## config.mk

```make
export PLATFORM = sky130hd
export DESIGN_NAME = shift_add_mult_flat
export DESIGN_NICKNAME = d
export VERILOG_FILES = /design/src/rtl/shift_add_mult_if.sv /design/src/rtl/shift_add_mult.sv /design/src/flat_wrapper.sv
export SDC_FILE = /design/constraint.sdc
export NUM_CORES = 1
export LEC_CHECK = 0
export CAP_MARGIN = 20
export CORE_AREA = 2 2 124 126
export CTS_CLUSTER_SIZE = 20
export DETAILED_ROUTE_END_ITERATION = 8
export DIE_AREA = 0 0 126 128
export GPL_ROUTABILITY_DRIVEN = 0
export GPL_TIMING_DRIVEN = 0
export PLACE_DENSITY_LB_ADDON = 0.3
export SLEW_MARGIN = 40
export SYNTH_ARGS = -nofsm -noshare
export SYNTH_HDL_FRONTEND = slang
export SYNTH_SLANG_ARGS = --single-unit
```

## constraint.sdc

```tcl
create_clock -name clk -period 2.07 [get_ports clk]
set_input_delay 0.207 -clock clk [delete_from_list [all_inputs] [get_ports clk]]
set_output_delay 0.207 -clock clk [all_outputs]
set_load 0.1 [all_outputs]
```

## src/rtl/shift_add_mult_if.sv

```systemverilog
// Operand/result handshake bundle for the shift-add multiplier.
// The master side issues operands and consumes the product; the slave side
// is the multiplier itself.
interface shift_add_mult_if #(
  parameter int WIDTH = 32
);
  logic               in_valid;
  logic               in_ready;
  logic [WIDTH-1:0]   in_a;
  logic [WIDTH-1:0]   in_b;
  logic               out_valid;
  logic               out_ready;
  logic [2*WIDTH-1:0] out_p;

  modport master (
    output in_valid, in_a, in_b, out_ready,
    input  in_ready, out_valid, out_p
  );

  modport slave (
    input  in_valid, in_a, in_b, out_ready,
    output in_ready, out_valid, out_p
  );
endinterface

```

## src/rtl/shift_add_mult.sv

```systemverilog
// Iterative unsigned WIDTH x WIDTH -> 2*WIDTH multiplier, one shift-add step
// per clock. The addition itself is done by an external ripple-carry adder
// reached through the add_* ports; its sum and final carry come back in the
// same cycle.
// Optional feature macro: SHIFT_ADD_MULT_ZERO_BYPASS_EN -- when defined, a zero
// operand skips the iteration and goes straight to the result state.
module shift_add_mult #(
  parameter int WIDTH = 32,
  parameter int CNT_W = $clog2(WIDTH) + 1
) (
  input  logic             clk,
  input  logic             rst_n,
  shift_add_mult_if.slave  bus,
  output logic             busy,
  output logic [WIDTH-1:0] add_x,
  output logic [WIDTH-1:0] add_y,
  output logic             add_cin,
  input  logic [WIDTH-1:0] add_z,
  input  logic             add_cout
);

  localparam logic [1:0] IDLE = 2'd0;
  localparam logic [1:0] RUN  = 2'd1;
  localparam logic [1:0] DONE = 2'd2;

  logic [1:0]       state;
  logic [WIDTH-1:0] mcand;
  logic [WIDTH-1:0] acc_hi;
  logic [WIDTH-1:0] acc_lo;
  logic [CNT_W-1:0] cnt;
  logic             last_step;

  assign last_step = (cnt == CNT_W'(WIDTH - 1));

  // Sequencer and datapath: load operands, shift-add WIDTH times, hold result.
  // acc_lo starts as the multiplier and is shifted out from the bottom while
  // product bits enter from the top, so its LSB is always the current
  // multiplier bit. The adder carry becomes the new top bit of acc_hi.
  always_ff @(posedge clk or negedge rst_n) begin
    if (!rst_n) begin
      state  <= IDLE;
      mcand  <= '0;
      acc_hi <= '0;
      acc_lo <= '0;
      cnt    <= '0;
    end else begin
      case (state)
        IDLE: begin
          if (bus.in_valid) begin
            mcand  <= bus.in_a;
            acc_hi <= '0;
            cnt    <= '0;
`ifdef SHIFT_ADD_MULT_ZERO_BYPASS_EN
            if ((bus.in_a == '0) || (bus.in_b == '0)) begin
              acc_lo <= '0;
              state  <= DONE;
            end else begin
              acc_lo <= bus.in_b;
              state  <= RUN;
            end
`else
            acc_lo <= bus.in_b;
            state  <= RUN;
`endif
          end
        end
        RUN: begin
          {acc_hi, acc_lo} <= {add_cout, add_z, acc_lo[WIDTH-1:1]};
          cnt              <= cnt + CNT_W'(1);
          if (last_step) begin
            state <= DONE;
          end
        end
        DONE: begin
          if (bus.out_ready) begin
            state <= IDLE;
          end
        end
        default: begin
          state <= IDLE;
        end
      endcase
    end
  end

  // Handshake/status flags and adder operands, all decoded from registers so
  // they are defined (not X) from reset onward.
  always_comb begin
    bus.in_ready  = (state == IDLE);
    bus.out_valid = (state == DONE);
    bus.out_p     = {acc_hi, acc_lo};
    busy          = (state == RUN);
    add_x         = acc_hi;
    add_y         = acc_lo[0] ? mcand : '0;
    add_cin       = 1'b0;
  end

endmodule
```

## src/flat_wrapper.sv

```systemverilog
// flat-port wrapper written by rule: the top's interface ports become plain ports
module shift_add_mult_flat 
#(
  parameter int WIDTH = 32,
  parameter int CNT_W = $clog2(WIDTH) + 1
)
  (clk, rst_n, busy, add_x, add_y, add_cin, add_z, add_cout, bus_in_valid, bus_in_a, bus_in_b, bus_out_ready, bus_in_ready, bus_out_valid, bus_out_p);
  shift_add_mult_if #(.WIDTH(WIDTH)) bus_i ();
  input  logic clk;
  input  logic rst_n;
  output logic busy;
  output logic [WIDTH-1:0] add_x;
  output logic [WIDTH-1:0] add_y;
  output logic add_cin;
  input  logic [WIDTH-1:0] add_z;
  input  logic add_cout;
  input wire logic [$bits(bus_i.in_valid)-1:0] bus_in_valid;
  input wire logic [$bits(bus_i.in_a)-1:0] bus_in_a;
  input wire logic [$bits(bus_i.in_b)-1:0] bus_in_b;
  input wire logic [$bits(bus_i.out_ready)-1:0] bus_out_ready;
  output wire logic [$bits(bus_i.in_ready)-1:0] bus_in_ready;
  output wire logic [$bits(bus_i.out_valid)-1:0] bus_out_valid;
  output wire logic [$bits(bus_i.out_p)-1:0] bus_out_p;
  assign bus_i.in_valid = bus_in_valid;
  assign bus_i.in_a = bus_in_a;
  assign bus_i.in_b = bus_in_b;
  assign bus_i.out_ready = bus_out_ready;
  assign bus_in_ready = bus_i.in_ready;
  assign bus_out_valid = bus_i.out_valid;
  assign bus_out_p = bus_i.out_p;
  shift_add_mult #(.WIDTH(WIDTH), .CNT_W(CNT_W)) u_core (.clk(clk), .rst_n(rst_n), .bus(bus_i), .busy(busy), .add_x(add_x), .add_y(add_y), .add_cin(add_cin), .add_z(add_z), .add_cout(add_cout));
endmodule
```

* Word-level counts from Yosys, hierarchy flattened
Index checks and enable logic that the tools add are counted.
** Storage, ports and cells
- Register bits after elaboration :: 104
- Input bits :: 101
- Logic and storage cells :: 28
** Cells by class
- Add/subtract/negate cells :: 1
- Equality and inequality tests :: 6
- Mux-type cells :: 11
- Reductions and logical operators :: 5
** Operators with widths (number)
- 32-bit case mux with 2 select lines :: 2
- 32-bit two-way mux :: 3
- 6-bit case mux with 2 select lines :: 1
- 6-bit by 1-bit adder with 6-bit output (second input constant) :: 1
- 6-bit by 5-bit equality test with 1-bit output (second input constant) :: 1
- 2-bit two-way mux :: 3
- 6-bit two-way mux :: 1
- 2-bit case mux with 3 select lines :: 1
- 2-bit inequality test (second input constant) :: 2
- 2-bit AND reduction :: 2
- 3-bit AND reduction :: 1
- 2-bit by 1-bit equality test with 1-bit output (second input constant) :: 1
- 2-bit equality test (second input constant) :: 1
- 2-bit zero test :: 1
- 2-bit by 1-bit inequality test with 1-bit output (second input constant) :: 1
- 2-bit nonzero test :: 1

* Logic depth before layout (Yosys ltp)
- Depth in word-level cells :: 3
- Depth in mapped cells :: 6
- Gate-level depth less buffers :: 4

* Worst setup path before layout
OpenSTA, ideal clock, no wires.
- Path type :: reg2reg
- Start point :: reg u_core.state[1]
- End point :: reg u_core.state[1]
- Data arrival time :: 2.308 ns
- Path slack :: -0.308 ns
- Cell stages (with the launch flop) :: 4
- Period minus slack after synthesis :: 2.378 ns
- Cells stage by stage :: dfrtp_1 clkbuf_1 nor2b_1 a22o_1
** On the way
- Word-level cells in the longest chain between the ends :: 3
- Elaborated cells on any way between the ends :: 8
- Classes of those cells :: eq/ne (5); mux (1); reduce/logical (2)
** Ends and longest elaborated chain
- start: declaration :: line shift_add_mult.sv:26 : logic [1:0] state;
- start signal: assignment :: line shift_add_mult.sv:41 : state <= IDLE;
- start signal: assignment :: line shift_add_mult.sv:63 : state <= RUN;
- start signal: assignment :: line shift_add_mult.sv:71 : state <= DONE;
- 2-bit equality test *
- named net bus_out_valid :: line flat_wrapper.sv:22 : output wire logic [$bits(bus_i.out_valid)-1:0] bus_out_valid;
- 2-bit inequality test (no line)
- 3-bit AND reduction (no line)
The timed path passes the listed nets; every way through them passes the cells marked *.
A chain may end at the register's enable or synchronous reset.

* Worst setup path in the final report
- Start point :: reg u_core.acc_lo[0]
- End point :: out add_y[16]
** On the way
- Word-level cells in the longest chain between the ends :: 1
** Ends and longest elaborated chain
- start: declaration :: line shift_add_mult.sv:29 : logic [WIDTH-1:0] acc_lo;
- start signal: assignment :: line shift_add_mult.sv:62 : acc_lo <= bus.in_b;
- start signal: assignment :: line shift_add_mult.sv:68 : {acc_hi, acc_lo} <= {add_cout, add_z, acc_lo[WIDTH-1:1]};
- 32-bit two-way mux :: line shift_add_mult.sv:94 : add_y = acc_lo[0] ? mcand : '0;
- end: declaration :: line flat_wrapper.sv:13 : output logic [WIDTH-1:0] add_y;
No other way between the ends.

==> results.yml <==
timing:
  finalSetupTns_ns: 0
  slew_violations: 0
  relSlewSlack_pct: 62.6
  rsz0062_at_grt: "false"
  setup_ws_ns: 0.0871
  tightest_slew_ns: 0.561
  fin_skew_ns: 0.00579
  hold-worst-slack_ns: 0.340
  final.min_clock_period_ns: 1.98
  fmax_mhz: 504
  hold_viol_final: 0
  finalCritPeriodShare_pct: 95.8
  setup_viol: 0
critical_path:
  end_kind: "primary output"
  worstPathCellList: "clkbuf_1 > and2_2 > buf_2"
  crit_path_start: "u_core.acc_lo[0]"
  ff2ff_path_depth: 6
  cpMaxStageDelayCell: "dfrtp_1"
  cp.arrival_ns: 1.78
  endpoint: "add_y[16]"
  cp_max_fo: 10
  crit_type: "flop to primary output"
  cp_slowest_stage_delay_ns: 0.49
  r2r_setup_slack_ns: 0.28
  r2r_end: "u_core.acc_lo[26]"
  worst_setup_path_start_kind: "flop"
  worstPathRequired_ns: 1.86
  reg2reg_from: "u_core.state[1]"
final_layout:
  drive_gt1_share_pct: 35.0
  diodes: 0
  design_area_mm2: 0.00746
  instances_no_fill: 929
  final_util_pct: 50.2
  nets: 838
  final_cell_mix: "104 x dfrtp_1, 103 x buf_2, 99 x clkdlybuf4s50_1"
  areaGrowthSynthToFinish_pct: 46.7
  layout_commonest_cell: "dfrtp_1"
synthesis:
  syn-mean-instance-area_um2: 10.3
  synth.distinct_cells: 31
  synth_edf_count: 0
  yosys_warnings: 0
  mappedNetlistArea_mm2: 0.00508
  synthCells: 493
  synth-seq-area-share_pct: 51.2
  synth-async-reset-ratio_pct: 100
  ys.flop_type: "dfrtp_1"
  synth_fp_nets: 595
  synth_seq_cells: 104
job:
  maxCapViolations: 0
place:
  dp_hpwl_um: 10900
  place_area_mm2: 0.00705
  place_ws_ns: -0.0860
  portBuffers: 231
  placed_cells: 913
floorplanning:
  floorplan.initialDensity_pct: 34.2
  design.die.area_mm2: 0.0161
  die_y_um: 128
  io_pins: 233
  die_x_um: 126
  std_cell_rows: 45
  core_area_mm2: 0.0149
global_routing:
  gr-total-overflow: 0
  antenna_found_initial: 0
  grt_usage_pct: 18.1
  grt_pass1_wl_um: 23500
  grt_pass1_vias: 4453
  grt_max_degree: 63
worst_hold_path:
  worst_hold_path_type: "primary input to async pin"
detailed_routing:
  via_count: 4494
  postRouteAntennaNets: 0
  first_pass_iters: 6
  wl_per_cell_um: 15.8
  drt_iter0_drc: 231
  wirelength_um: 14700
  route.detailed.drc: 0
  via_per_inst: 4.84
clock_tree:
  cts_tree: "built"
  cts_root_buffer: "clkbuf_16"
  cts_buffers: 9
  clkSinkCount: 104
  clock_latency_ns: 0.35
  path_clk_slew_ns: 0.07
  cts_setup_buffers: 0
  cts_htree_levels: 3
  cts.path.max_buffers: 2
pwr:
  p_leak_nw: 3.67
  p_per_area_mw_per_mm2: 1710
  power_mw: 12.8
  vdd_drop_max_uv: 950
run_status:
  status: "complete, no violations"
## how the worst min path moves through the flow
stage,from,end,slack (ns),cells past startpoint
3_5_place_dp,rst_n,u_core.mcand[21],0.12,1
5_1_grt,rst_n,u_core.mcand[21],0.37,2
2_1_floorplan,rst_n,u_core.acc_lo[0],-0.09,0
4_1_cts,rst_n,u_core.mcand[21],0.35,2
6_report,rst_n,u_core.mcand[20],0.34,2
3_3_place_gp,u_core.cnt[5],u_core.cnt[5],0.46,1
## cell usage after synthesis, types with 2 or more instances
master | number | area share [%]
clkbuf_1 | 21 | 1.6
inv_1 | 2 | 0.15
a22o_1 | 2 | 0.34
nor2_1 | 2 | 0.15
o21ai_0 | 34 | 3.3
and2b_1 | 3 | 0.44
and2_1 | 32 | 3.9
nand3_1 | 37 | 3.6
a21oi_1 | 32 | 3.2
dfrtp_1 | 104 | 51
buf_4 | 33 | 4.9
buf_2 | 3 | 0.30
buf_6 | 7 | 1.6
mux2_4 | 32 | 9.5
a22oi_1 | 31 | 4.6
nor2b_1 | 30 | 3.7
buf_1 | 5 | 0.37
nand2_1 | 70 | 5.2
## sequential cells by signal, summed over array words and instances, names as in the netlist
name and cells:
u_core.add_x 32, u_core.state 2, u_core.acc_lo 32, u_core.mcand 32, u_core.cnt 6
## report_power, final
part / leakage, nW / internal, mW / switching, mW / total [mW]
Clock: 0.158 / 1.09 / 0.756 / 1.84
Combinational: 2.25 / 1.68 / 6.07 / 7.75
Sequential: 1.26 / 2.65 / 0.528 / 3.17
## timing repair
| item | CTS | global route |
|---|---|---|
| setup endpoints to repair | 11 | 26 |
| pin swaps | 0 | 0 |
| cloned | 0 | 0 |
| hold buffers | 1 | 0 |
| gates resized for setup | 12 | 24 |
| endpoints found under the hold margin | 42 | 0 |
## per-layer routing
layer	global-route usage, %	up-vias	part of all wire (%)
met3	4.76	21	7.2
met5	0	-	0
met4	6.21	0	1.6
met2	29.1	160	46
met1	23.9	2186	45
li1	-	2127	-
## cell families (layout without fill, tap and decap cells)
family	after synthesis	in the layout	synth area share (%)
buffers and inverters	71	319	8.79
flip-flops	104	104	51.2
AO/OA/AOI/OAI	104	104	12.2
other	1	1	0.0738
AND/OR/NAND/NOR	179	179	17.8
multiplexers	33	33	9.68
adder cells (fa/ha/maj)	1	1	0.246
## critical path, delay by kind of cell, from the launching register on
family / cells / cell delay, ns
buffers and inverters: 2 / 0.73
DFF: 1 / 0.49
and+or+nand+nor: 1 / 0.20
## cell type report
type,instances,area [µm²]
multi-input cells,318,2070
repair buffers,233,1770
inverters,2,7.51
flip-flops and latches,104,2600
clock buffers,10,239
clock inverters,6,82.6
plain buffers,68,442
well taps,188,235
fillers,1366,7410
(Power assumes the default switching activity.)
